### src/rtl/sbox_lut_ctrl_if.sv
// S-box controller bus: table-write config, permutation handshake and datapath controls.
// The master modport drives requests; the slave modport is the controller.
interface sbox_lut_ctrl_if;
  logic        cfg_valid_i;
  logic [4:0]  cfg_addr_i;
  logic [20:0] cfg_data_i;
  logic        cfg_ready_o;
  logic        perm_req_i;
  logic [3:0]  perm_rounds_i;
  logic        perm_ack_o;
  logic        perm_busy_o;
  logic        perm_done_o;
  logic        state_en_o;
  logic [3:0]  round_idx_o;
  logic        upd_sbox_o;
  logic [4:0]  sbox_addr_o;
  logic [20:0] sbox_new_data_o;

  modport master (
    output cfg_valid_i, cfg_addr_i, cfg_data_i, perm_req_i, perm_rounds_i,
    input  cfg_ready_o, perm_ack_o, perm_busy_o, perm_done_o, state_en_o,
    input  round_idx_o, upd_sbox_o, sbox_addr_o, sbox_new_data_o
  );

  modport slave (
    input  cfg_valid_i, cfg_addr_i, cfg_data_i, perm_req_i, perm_rounds_i,
    output cfg_ready_o, perm_ack_o, perm_busy_o, perm_done_o, state_en_o,
    output round_idx_o, upd_sbox_o, sbox_addr_o, sbox_new_data_o
  );
endinterface

### src/rtl/sbox_lut_ctrl.sv
// S-box table-write and permutation round sequencer; ready/ack are combinational, all else registered.
// Table writes win over permutation requests in IDLE; both are ignored while a write or permutation runs.
module sbox_lut_ctrl #(
  parameter int MAX_ROUNDS = 12
) (
  input  logic            clk,
  input  logic            rst,
  sbox_lut_ctrl_if.slave  bus
);

  typedef enum logic [1:0] {IDLE, UPDATE, ROUND, DONE} state_t;

  localparam logic [3:0] LP_MAX = 4'(MAX_ROUNDS);

  state_t      r_state, w_state_nxt;
  logic [3:0]  r_remain, w_remain_nxt;
  logic        r_state_en, w_state_en_nxt;
  logic [3:0]  r_round_idx, w_round_idx_nxt;
  logic        r_done, w_done_nxt;
  logic        r_busy, w_busy_nxt;
  logic        r_upd, w_upd_nxt;
  logic [4:0]  r_addr, w_addr_nxt;
  logic [20:0] r_data, w_data_nxt;
  logic        w_ack;
  logic [3:0]  w_rounds_clamped;

  assign w_rounds_clamped = (bus.perm_rounds_i > LP_MAX) ? LP_MAX : bus.perm_rounds_i;

  // Registered outputs are computed for the state being entered, so they line up with it.
  always_comb begin
    w_state_nxt     = r_state;
    w_remain_nxt    = r_remain;
    w_state_en_nxt  = 1'b0;
    w_round_idx_nxt = 4'd0;
    w_done_nxt      = 1'b0;
    w_busy_nxt      = 1'b0;
    w_upd_nxt       = 1'b0;
    w_addr_nxt      = 5'd0;
    w_data_nxt      = 21'd0;
    w_ack           = 1'b0;
    case (r_state)
      IDLE: begin
        if (bus.cfg_valid_i) begin
          w_state_nxt = UPDATE;
          w_upd_nxt   = 1'b1;
          w_addr_nxt  = bus.cfg_addr_i;
          w_data_nxt  = bus.cfg_data_i;
        end else if (bus.perm_req_i) begin
          w_ack      = 1'b1;
          w_busy_nxt = 1'b1;
          if (w_rounds_clamped == 4'd0) begin
            w_state_nxt = DONE;
            w_done_nxt  = 1'b1;
          end else begin
            w_state_nxt     = ROUND;
            w_state_en_nxt  = 1'b1;
            w_round_idx_nxt = LP_MAX - w_rounds_clamped;
            w_remain_nxt    = w_rounds_clamped - 4'd1;
          end
        end
      end
      UPDATE: begin
        w_state_nxt = IDLE;
      end
      ROUND: begin
        w_busy_nxt = 1'b1;
        if (r_remain == 4'd0) begin
          w_state_nxt = DONE;
          w_done_nxt  = 1'b1;
        end else begin
          w_state_en_nxt  = 1'b1;
          w_round_idx_nxt = r_round_idx + 4'd1;
          w_remain_nxt    = r_remain - 4'd1;
        end
      end
      DONE: begin
        w_state_nxt  = IDLE;
        w_remain_nxt = 4'd0;
      end
      default: begin
        w_state_nxt  = IDLE;
        w_remain_nxt = 4'd0;
      end
    endcase
  end

  always_ff @(posedge clk or posedge rst) begin
    if (rst) begin
      r_state     <= IDLE;
      r_remain    <= 4'd0;
      r_state_en  <= 1'b0;
      r_round_idx <= 4'd0;
      r_done      <= 1'b0;
      r_busy      <= 1'b0;
      r_upd       <= 1'b0;
      r_addr      <= 5'd0;
      r_data      <= 21'd0;
    end else begin
      r_state     <= w_state_nxt;
      r_remain    <= w_remain_nxt;
      r_state_en  <= w_state_en_nxt;
      r_round_idx <= w_round_idx_nxt;
      r_done      <= w_done_nxt;
      r_busy      <= w_busy_nxt;
      r_upd       <= w_upd_nxt;
      r_addr      <= w_addr_nxt;
      r_data      <= w_data_nxt;
    end
  end

  assign bus.cfg_ready_o     = (r_state == IDLE);
  assign bus.perm_ack_o      = w_ack;
  assign bus.perm_busy_o     = r_busy;
  assign bus.perm_done_o     = r_done;
  assign bus.state_en_o      = r_state_en;
  assign bus.round_idx_o     = r_round_idx;
  assign bus.upd_sbox_o      = r_upd;
  assign bus.sbox_addr_o     = r_addr;
  assign bus.sbox_new_data_o = r_data;

endmodule

### src/flat_wrapper.sv
// flat-port wrapper written by rule: the top's interface ports become plain ports
module sbox_lut_ctrl_flat 
#(
  parameter int MAX_ROUNDS = 12
)
  (clk, rst, bus_cfg_valid_i, bus_cfg_addr_i, bus_cfg_data_i, bus_perm_req_i, bus_perm_rounds_i, bus_cfg_ready_o, bus_perm_ack_o, bus_perm_busy_o, bus_perm_done_o, bus_state_en_o, bus_round_idx_o, bus_upd_sbox_o, bus_sbox_addr_o, bus_sbox_new_data_o);
  sbox_lut_ctrl_if bus_i ();
  input  logic clk;
  input  logic rst;
  input wire logic [$bits(bus_i.cfg_valid_i)-1:0] bus_cfg_valid_i;
  input wire logic [$bits(bus_i.cfg_addr_i)-1:0] bus_cfg_addr_i;
  input wire logic [$bits(bus_i.cfg_data_i)-1:0] bus_cfg_data_i;
  input wire logic [$bits(bus_i.perm_req_i)-1:0] bus_perm_req_i;
  input wire logic [$bits(bus_i.perm_rounds_i)-1:0] bus_perm_rounds_i;
  output wire logic [$bits(bus_i.cfg_ready_o)-1:0] bus_cfg_ready_o;
  output wire logic [$bits(bus_i.perm_ack_o)-1:0] bus_perm_ack_o;
  output wire logic [$bits(bus_i.perm_busy_o)-1:0] bus_perm_busy_o;
  output wire logic [$bits(bus_i.perm_done_o)-1:0] bus_perm_done_o;
  output wire logic [$bits(bus_i.state_en_o)-1:0] bus_state_en_o;
  output wire logic [$bits(bus_i.round_idx_o)-1:0] bus_round_idx_o;
  output wire logic [$bits(bus_i.upd_sbox_o)-1:0] bus_upd_sbox_o;
  output wire logic [$bits(bus_i.sbox_addr_o)-1:0] bus_sbox_addr_o;
  output wire logic [$bits(bus_i.sbox_new_data_o)-1:0] bus_sbox_new_data_o;
  assign bus_i.cfg_valid_i = bus_cfg_valid_i;
  assign bus_i.cfg_addr_i = bus_cfg_addr_i;
  assign bus_i.cfg_data_i = bus_cfg_data_i;
  assign bus_i.perm_req_i = bus_perm_req_i;
  assign bus_i.perm_rounds_i = bus_perm_rounds_i;
  assign bus_cfg_ready_o = bus_i.cfg_ready_o;
  assign bus_perm_ack_o = bus_i.perm_ack_o;
  assign bus_perm_busy_o = bus_i.perm_busy_o;
  assign bus_perm_done_o = bus_i.perm_done_o;
  assign bus_state_en_o = bus_i.state_en_o;
  assign bus_round_idx_o = bus_i.round_idx_o;
  assign bus_upd_sbox_o = bus_i.upd_sbox_o;
  assign bus_sbox_addr_o = bus_i.sbox_addr_o;
  assign bus_sbox_new_data_o = bus_i.sbox_new_data_o;
  sbox_lut_ctrl #(.MAX_ROUNDS(MAX_ROUNDS)) u_core (.clk(clk), .rst(rst), .bus(bus_i));
endmodule
### config.mk
export PLATFORM = sky130hd
export DESIGN_NAME = sbox_lut_ctrl_flat
export DESIGN_NICKNAME = d
export VERILOG_FILES = /design/src/rtl/sbox_lut_ctrl_if.sv /design/src/rtl/sbox_lut_ctrl.sv /design/src/flat_wrapper.sv
export SDC_FILE = /design/constraint.sdc
export NUM_CORES = 1
export LEC_CHECK = 0
export ABC_AREA = 1
export ABC_CLOCK_PERIOD_IN_PS = 2900
export BUFFER_PORTS_ARGS = -buffer_cell sky130_fd_sc_hd__buf_2
export CORE_MARGIN = 2
export CORE_UTILIZATION = 40
export CTS_BUF_LIST = sky130_fd_sc_hd__clkbuf_2 sky130_fd_sc_hd__clkbuf_4 sky130_fd_sc_hd__clkbuf_8
export DETAILED_ROUTE_END_ITERATION = 16
export PLACE_DENSITY = 0.69
export SETUP_SLACK_MARGIN = 0.5
export SKIP_LAST_GASP = 1
export SLEW_MARGIN = 20
export SYNTH_ARGS = -nofsm -noshare
export SYNTH_HDL_FRONTEND = slang
export SYNTH_SLANG_ARGS = --single-unit
### constraint.sdc
create_clock -name clk -period 2.9 [get_ports clk]
set_input_delay 0.29 -clock clk [delete_from_list [all_inputs] [get_ports clk]]
set_output_delay 0.29 -clock clk [all_outputs]
set_load 0.1 [all_outputs]
==> metrics.txt, run 1 <==
non-filler cells in the finished layout=298; CP Capture Point=bus_cfg_ready_o; detailed placement HPWL=2500 µm; CTS resizes=0; fin crit share=69.4%; First DRT Iteration DRCs=59; Clk pin slew, worst setup/hold paths=0.07 ns; Filler Cell Count=397; largest net degree at the start of global routing=29; first-pass GRT wire length=5580 µm; Cell Area, Synth=0.00164 mm²; CTS Buffer Depth=2; CP required=2.61 ns; TritonCTS Buffers=5; RSZ-0062 raised after global routing=no; Syn. warnings=0; Max Freq=497 MHz; H-tree levels=2; Pre-Repair DR Iteration Count=4; vias in the first global route=1,323; initial cell density of the core=41.3%; Syn Area/Cell=9.37 µm²; via count=1,343; Synth area leader=dfrtp_1; Fin Hold WS=0.104 ns; Tightest Pin Transition=0.697 ns; synthesis-to-layout area growth=29.6%; CP Max Fanout=15; Fin Setup TNS=0 ns; skew final=0.00243 ns; R2R Path Start=u_core.r_state[1]; Tot GR Track Use=16.6%; Netlist cell types=23; Slew Limit Headroom=53.5%; CTS tree=yes; ranking of synthesized cells by area=dfrtp_1, nand2_1, nor2_1; peak supply drop=619 µV; CP startpoint=u_core.r_state[0]; die height=68.0 µm; ANT cells=0; final slew viol count=0; CP Class=reg -> out; multi-input combinational cell area=554 µm²; Final #Nets=284; Seq cells post-synth=40; Root Driver=clkbuf_8; initial antenna violation count=0; Die Span X=68.0 µm; max_cap viols=0; Skew-Pair Late Insertion Delay=0.29 ns; CTS Hold Buffers Added=0; RR Endpoint=u_core.r_remain[0]; storage element area=0.00100 mm²; drt drc=0; post-DR vias/cell=4.51; core area=0.00397 mm²; status=completed; postcts setup bufs=0; startpoint types=flip-flop; I/O pin count=70; fin crit period=2.01 ns; cells after synthesis=175; GR Overflow Total=0; Seq/Total Area, Yosys=61.1%; crit end category=primary output; Detailed Route WL=3270 µm; Die Area=0.00463 mm²; Area after DPL=0.00203 mm²; WL/cell=11.0 µm; Site Rows=23; reg2reg path depth=6; Hold Vio Cnt, Final=0; global placer's final weighted congestion=0.842; Tightest Hold Check Type=in -> async; DP Cell Count=290; layout cells sized above 1=35.5%; LEAKAGE=1.23 nW; Final Util=53.5%; R2R Setup Slk=1.18 ns; Syn Nets=212; Post-Layout Inst Area=0.00212 mm²; Final ANT Viol Nets=0; final setup violation count=0; power density cells=1200 mW/mm²; clock tree sinks=40; I/O Buffers=69; WP data arrival=1.72 ns; top cell type's share of synthesized area=61.1%
==> cell type report <==
class                           count  share of cell area (%)
Tap cell                           50                    2.94
Clock buffer                        8                    4.59
Multi-Input combinational cell    116                    26.1
Inverter                           13                    2.30
Timing Repair Buffer               71                    17.0
Sequential cell                    40                    47.1
==> where the power goes <==
part | switching (mW) | internal [mW] | leakage (nW)
clock | 0.175 | 0.213 | 0.0523
sequential | 0.0562 | 0.690 | 0.534
combinational | 1.18 | 0.241 | 0.646
total | 1.41 | 1.14 | 1.23
==> worst min path at each step <==
stage / start / endpoint / slack, ns
after floorplan: bus_cfg_data_i[19] / u_core.bus.sbox_new_data_o[19] / 0.40
after global placement: rst / u_core.bus.sbox_addr_o[0] / 0.43
after detailed placement: rst / u_core.bus.sbox_addr_o[0] / 0.44
after CTS: rst / u_core.r_state[1] / 0.12
after global routing: rst / u_core.bus.sbox_addr_o[0] / 0.17
final: rst / u_core.bus.sbox_addr_o[1] / 0.10
==> worst max-delay path, cell delays in order (launching register included) <==
cell and delay, ns:
dfrtp_1 0.41, inv_1 0.15, nand2_1 0.31, inv_1 0.13, buf_2 0.44
==> cell families (layout without fill, tap and decap cells) <==
group           after synthesis  count (layout)  synth area share, %
compound gates               12              12                 4.58
xor+xnor                      4               4                 2.14
fa+ha+maj                     3               3                 2.29
buf+inv                      19              92                 5.11
flops                        40              40                 61.1
simple gates                 97              97                 24.8
==> routing by layer <==
metal / wire [µm] / global-route usage [%]
met5: 0 / 0
met1: 1340 / 18.3
met4: 57 / 7.25
met2: 1570 / 28.3
met3: 301 / 6.74
==> sequential cells by signal (all words and copies together) (netlist names) <==
| register | cells |
|---|---|
| u_core.bus.sbox_new_data_o | 21 |
| u_core.bus.state_en_o | 1 |
| u_core.bus.perm_done_o | 1 |
| u_core.r_state | 2 |
| u_core.bus.perm_busy_o | 1 |
| u_core.bus.upd_sbox_o | 1 |
| u_core.bus.sbox_addr_o | 5 |
| u_core.bus.round_idx_o | 4 |
| u_core.r_remain | 4 |
==> layout by cell type, fill, tap and decap left out <==
master    instances
a21oi_1           1
a32o_1            1
buf_2            69
buf_4             2
clkbuf_4          2
clkbuf_8          6
dfrtp_1          40
ha_1              3
inv_1            11
inv_2             2
nand2_1          51
nand2_2           3
nand3_1           7
nand3_2           1
nand4_1           2
nor2_1           31
nor2_4            2
o21ai_0           3
o21ai_1           2
o21ai_2           1
o22ai_1           3
o31ai_1           1
xnor2_1           3
xor2_1            1
==> Yosys cell counts, drive strengths merged <==
cell type	count
ha	3
clkbuf	2
xnor2	3
o22ai	3
nand4	2
nor2	33
nand2	54
o31ai	1
xor2	1
dfrtp	40
a32o	1
a21oi	1
buf	4
inv	13
nand3	8
o21ai	6
==> through the flow <==
stage                     setup WS (ns)  power, mW
final                             0.886       2.56
after global routing              0.753       2.71
after CTS                         0.877       2.58
after floorplan                    1.10       1.97
after global placement             1.19       2.17
after detailed placement           1.20       2.18
(Power assumes the default switching activity.)
==> run 2: changes to the inputs <==
--- a/config.mk
+++ b/config.mk
@@ -6,13 +6,13 @@
 export NUM_CORES = 1
 export LEC_CHECK = 0
 export ABC_AREA = 1
-export ABC_CLOCK_PERIOD_IN_PS = 2900
+export ABC_CLOCK_PERIOD_IN_PS = 1850
 export BUFFER_PORTS_ARGS = -buffer_cell sky130_fd_sc_hd__buf_2
 export CORE_MARGIN = 2
 export CORE_UTILIZATION = 40
 export CTS_BUF_LIST = sky130_fd_sc_hd__clkbuf_2 sky130_fd_sc_hd__clkbuf_4 sky130_fd_sc_hd__clkbuf_8
 export DETAILED_ROUTE_END_ITERATION = 16
-export PLACE_DENSITY = 0.69
+export PLACE_DENSITY = 0.72
 export SETUP_SLACK_MARGIN = 0.5
 export SKIP_LAST_GASP = 1
 export SLEW_MARGIN = 20
==> constraint.sdc (replaced) <==
create_clock -name clk -period 1.85 [get_ports clk]
set_input_delay 0.185 -clock clk [delete_from_list [all_inputs] [get_ports clk]]
set_output_delay 0.185 -clock clk [all_outputs]
set_load 0.1 [all_outputs]
==> metrics.txt, run 2 (synthesis gave the netlist of run 1 again) <==
status=complete, but fails checks; failing checks=negative hold slack; Clk pin slew, worst setup/hold paths=0.07 ns; initial cell density of the core=41.3%; Die Span X=68.0 µm; initial antenna violation count=0; global placer's final weighted congestion=0.863; first-pass GRT wire length=5660 µm; sw frac=53.5%; layout cells sized above 1=46.2%; clock tree sinks=40; Site Rows=23; skew final=0.00352 ns; largest net degree at the start of global routing=41; Fin Setup TNS=0 ns; Gate power share=60.8%; final slew viol count=0; crit end category=primary output; CTS tree=yes; critical path's top delay family=flip-flops; Clock Power Share=13.3%; vias in the first global route=1,424; core area=0.00397 mm²; Int Pwr=2.12 mW; I/O pin count=70; commonest cells after routing, fill and taps aside=buf_2, nand2_1, dfrtp_1, nor2_1, buf_4; GR Overflow Total=0; Switch Pwr=2.44 mW; CP required=1.66 ns; Crit path buffers/inverters=2; via count=1,481; power density cells=1920 mW/mm²; R2R Setup Slk=0.50 ns; die height=68.0 µm; Fin Hold WS=-0.00874 ns; drt drc=0; Max Freq=708 MHz; H-tree levels=2; CP Max Fanout=3; WP data arrival=1.23 ns; Skew-Pair Late Insertion Delay=0.29 ns; RSZ-0062 raised after global routing=yes; detailed placement HPWL=2550 µm; TritonCTS Buffers=5; synthesis-to-layout area growth=45.0%; post-DR vias/cell=4.72; Slew Limit Headroom=67.1%; I/O Buffers=69; First DRT Iteration DRCs=87; peak supply drop=845 µV; Final #Nets=300; final setup violation count=0; Tot GR Track Use=16.8%; Detailed Route WL=3790 µm; max reg flops=21; worst stage delay on the critical path=0.46 ns; fin crit share=76.4%; Pre-Repair DR Iteration Count=4; Hold Vio Cnt, Final=11; CTS Buffer Depth=2; Tightest Hold Check Type=in -> async; most common cell after layout, fill and taps aside=buf_2; worst-path cell chain=buf_4 -> nor2_4 -> buf_12; Power Total=4.56 mW; LEAKAGE=1.32 nW; Tightest Pin Transition=0.496 ns; CP Class=reg -> out; max_cap viols=0; ANT cells=0; Slowest cell on crit path=dfrtp_2; startpoint types=flip-flop; fin crit period=1.41 ns; Die Area=0.00463 mm²; Root Driver=clkbuf_8; WL/cell=12.1 µm; Flop pwr share=26.0%; Final ANT Viol Nets=0
-- run 2: changes by cell type in the layout (fill, tap and decap cells not counted), sizes merged --
cell,change
buf,+16
clkbuf,-1
clkinvlp,+2
inv,-1
-- run 2: power by group through the flow --
| stage | combinational (mW) | sequential [mW] | clock (mW) |
|---|---|---|---|
| after floorplan | 0.799 | 2.31 | 0 |
| after global placement | 2.33 | 1.19 | 0 |
| after detailed placement | 2.34 | 1.20 | 0 |
| after CTS | 2.46 | 1.18 | 0.625 |
| after global routing | 2.92 | 1.20 | 0.663 |
| final | 2.77 | 1.19 | 0.605 |
-- run 2: metrics by stage --
stage / util [%] / setup slack, ns / cell area, µm² / hold slack (ns) / std cells
final: 59.9 / 0.437 / 2380 / -0.00874 / 314
after floorplan: - / 0.271 / 1650 / 0.298 / 175
after detailed placement: 52.1 / 0.401 / 2070 / 0.326 / 292
after CTS: 56.5 / 0.453 / 2240 / 0.0124 / 306
after global placement: 52.1 / 0.433 / 2070 / 0.331 / 292
after global routing: 59.9 / 0.393 / 2380 / 0.0444 / 314
-- run 2: what timing repair did --
item / in CTS / in global routing
setup endpoints to repair: 5 / 6
hold buffers: 0 / 0
pin swaps: 2 / 9
setup buffers: 6 / 8
resized for setup: 9 / 18
-- run 2: per-layer routing --
| metal | vias up | track usage [%] | part of all wire [%] |
|---|---|---|---|
| li1 | 722 | - | - |
| met2 | 71 | 28.8 | 50 |
| met3 | 2 | 8.22 | 12 |
| met4 | 0 | 5.50 | 0.58 |
| met1 | 686 | 18.1 | 38 |
| met5 | - | 0 | 0 |
-- run 2: worst paths after layout --
path / from / to / cells after the start
worst max-delay path: u_core.r_state[1] / bus_perm_ack_o / 3
worst min-delay path: rst / u_core.bus.round_idx_o[2] / 3
worst max register to register: u_core.r_state[0] / u_core.r_remain[2] / 8
worst min register to register: u_core.bus.round_idx_o[0] / u_core.bus.round_idx_o[0] / 1
max in group asynchronous: rst / u_core.r_state[1] / 3
min in group clk: bus_cfg_data_i[8] / u_core.bus.sbox_new_data_o[8] / 3
-- run 2: final cells by class --
type / instances / area (µm²)
fill: 359 / 1590
sequential: 40 / 1000
multi-input combinational: 116 / 624
timing repair buffer: 87 / 531
clock buffer: 7 / 90.1
tap: 50 / 62.6
inverter: 13 / 57.6
clock inverter: 1 / 7.51
-- run 2: worst min-delay path: stages --
cell	delay, ns
buf_2	0.09
inv_1	0.04
buf_4	0.40
==> run 3: changes to the inputs <==
--- a/config.mk
+++ b/config.mk
@@ -5,14 +5,14 @@
 export SDC_FILE = /design/constraint.sdc
 export NUM_CORES = 1
 export LEC_CHECK = 0
-export ABC_AREA = 1
-export ABC_CLOCK_PERIOD_IN_PS = 1850
+export ABC_AREA = 0
+export ABC_CLOCK_PERIOD_IN_PS = 1310
 export BUFFER_PORTS_ARGS = -buffer_cell sky130_fd_sc_hd__buf_2
 export CORE_MARGIN = 2
 export CORE_UTILIZATION = 40
 export CTS_BUF_LIST = sky130_fd_sc_hd__clkbuf_2 sky130_fd_sc_hd__clkbuf_4 sky130_fd_sc_hd__clkbuf_8
 export DETAILED_ROUTE_END_ITERATION = 16
-export PLACE_DENSITY = 0.72
+export PLACE_DENSITY = 0.69
 export SETUP_SLACK_MARGIN = 0.5
 export SKIP_LAST_GASP = 1
 export SLEW_MARGIN = 20
==> constraint.sdc (replaced) <==
create_clock -name clk -period 1.31 [get_ports clk]
set_input_delay 0.131 -clock clk [delete_from_list [all_inputs] [get_ports clk]]
set_output_delay 0.131 -clock clk [all_outputs]
set_load 0.1 [all_outputs]
==> metrics.txt, run 3 <==
most common cell after layout, fill and taps aside=dfrtp_2; Syn Nets=177; initial antenna violation count=0; Final #Nets=283; synthesis-to-layout area growth=87.7%; crit end category=primary output; drt drc=0; first-pass GRT wire length=7180 µm; Max Freq=625 MHz; Die Span X=68.8 µm; Power Total=7.76 mW; failing checks=negative hold slack, negative setup slack; TritonCTS Buffers=5; cells after synthesis=140; Fin Setup TNS=-1.83 ns; Fin Hold WS=-0.146 ns; largest net degree at the start of global routing=28; Seq cells post-synth=40; Pre-Repair DR Iteration Count=4; Tightest Pin Transition=0.477 ns; Int Pwr=4.05 mW; non-filler cells in the finished layout=297; post-DR vias/cell=5.24; max_cap viols=0; vias in the first global route=1,496; I/O Buffers=69; Root Driver=clkbuf_8; DP Cell Count=275; WL/cell=19.0 µm; Detailed Route WL=5650 µm; CP startpoint=u_core.r_state[0]; H-tree levels=2; commonest cells after routing, fill and taps aside=dfrtp_2, buf_2, and3_1, buf_12, buf_4; CP required=1.18 ns; CP Max Fanout=3; Hold Vio Cnt, Final=20; I/O pin count=70; Cell Area, Synth=0.00168 mm²; final setup violation count=19; Tot GR Track Use=21.3%; die height=68.8 µm; Die Area=0.00473 mm²; RSZ-0062 raised after global routing=yes; detailed placement HPWL=3070 µm; share of flip-flops with an asynchronous set or reset=100%; First DRT Iteration DRCs=61; setup ws final=-0.290 ns; Main synth FF type=dfrtp_1; global placer's final weighted congestion=0.843; top cell type's share of synthesized area=59.6%; final slew viol count=0; top-count cell post-synth=dfrtp_1; fin crit period=1.60 ns; Syn Area/Cell=12.0 µm²; commonest cells in the netlist=dfrtp_1, and3_1, nand2_1; sw frac=47.8%; multi-input combinational cell area=757 µm²; Flop pwr share=24.0%; initial cell density of the core=41.7%; LEAKAGE=1.52 nW; Syn. warnings=0; Clk pin slew, worst setup/hold paths=0.08 ns; power density cells=2460 mW/mm²; Seq/Total Area, Yosys=59.6%; CTS tree=yes; peak supply drop=1080 µV; Final ANT Viol Nets=0; skew final=0.00535 ns; clock tree sinks=40; Site Rows=23; Gate power share=63.1%; Skew-Pair Late Insertion Delay=0.29 ns; via count=1,555; number of synthesized flops with an enable pin=0; WP data arrival=1.47 ns; layout cells sized above 1=74.1%; ANT cells=0; CP Class=reg -> out; max reg flops=21; Slew Limit Headroom=67.9%; Netlist cell types=37; Synth area leader=dfrtp_1; Tightest Hold Check Type=in -> async; status=complete, but fails checks; startpoint types=flip-flop; storage element area=0.00104 mm²; Clock Power Share=12.9%; CTS Buffer Depth=2; R2R Path Start=u_core.r_state[0]; GR Overflow Total=0; Filler Cell Count=222; core area=0.00403 mm²; Switch Pwr=3.71 mW; fin crit share=122%; ranking of synthesized cells by area=dfrtp_1, and3_1, ha_1
==> run 3: cell types whose count changed after synthesis, sizes merged, moves of 5 or more <==
| cell | delta |
|---|---|
| nand3 | -5 |
| nand2 | -46 |
| and3 | +26 |
| nor2 | -28 |
| a21oi | +5 |
| inv | -8 |
==> run 3: cell families after synthesis <==
logic type | count (synthesis) | share of synthesized area (%)
adders and majority gates | 3 | 2.24
and+or+nand+nor | 55 | 20.5
DFF | 40 | 59.6
buffers and inverters | 14 | 4.62
muxes | 1 | 0.596
xor gates and xnor gates | 3 | 1.57
AOI/OAI and AO/OA | 24 | 10.9
==> run 3: power by group through the flow <==
stage / clock [mW] / sequential [mW] / combinational, mW
after floorplan: 0 / 3.40 / 1.22
after global placement: 0 / 1.73 / 3.71
after detailed placement: 0 / 1.74 / 3.74
after CTS: 1.02 / 1.80 / 4.36
after global routing: 1.07 / 1.90 / 5.09
final: 0.998 / 1.87 / 4.90
==> run 3: metal layers <==
layer  part of all wire [%]  track usage [%]  vias up  wire (µm)
met5                      0                0        -          0
met4                    4.5             5.88        0        252
met3                    7.9             5.52       21        448
met2                     52             38.2       88       2960
met1                     35             25.1      742       1990
li1                       -                -      704          -
==> run 3: final timing paths <==
kind | to | slack, ns | cells past startpoint
max | bus_perm_ack_o | -0.29 | 7
min | u_core.bus.upd_sbox_o | -0.15 | 2
max reg2reg | u_core.bus.round_idx_o[1] | -0.28 | 12
min reg2reg | u_core.r_state[0] | 0.45 | 1
max in group asynchronous | u_core.bus.perm_busy_o | 1.01 | 3
min in group clk | u_core.bus.sbox_new_data_o[19] | 0.07 | 2
==> run 3: critical path, cell delays in order (launching register included) <==
cell,delay (ns)
dfrtp_1,0.40
buf_6,0.12
buf_6,0.11
nor2_4,0.10
nand2b_4,0.07
clkinvlp_4,0.10
buf_6,0.11
buf_12,0.16
==> run 3: stage by stage <==
step / setup slack (ns) / instance area (µm²) / utilization (%)
floorplan: -0.254 / 1820 / -
global placement: -0.112 / 2380 / 59.2
detailed placement: -0.157 / 2380 / 59.2
CTS: -0.308 / 2880 / 71.6
global route: -0.344 / 3150 / 78.2
finish: -0.290 / 3150 / 78.2
==> run 3: layout make-up <==
type	instances	area share, %
multi-input combinational	86	24.0
clock buffer	5	2.18
timing repair buffer	108	36.5
inverter	5	0.834
clock inverter	3	1.35
sequential	40	33.1
tap	50	1.98
==> run 3: what timing repair did <==
item                                    4_1_cts  5_1_grt
endpoints found under the setup margin       76       76
setup buffers                                 8        6
pin swaps                                     9       10
endpoints found under the hold margin        20       20
gates resized for setup                      98       48
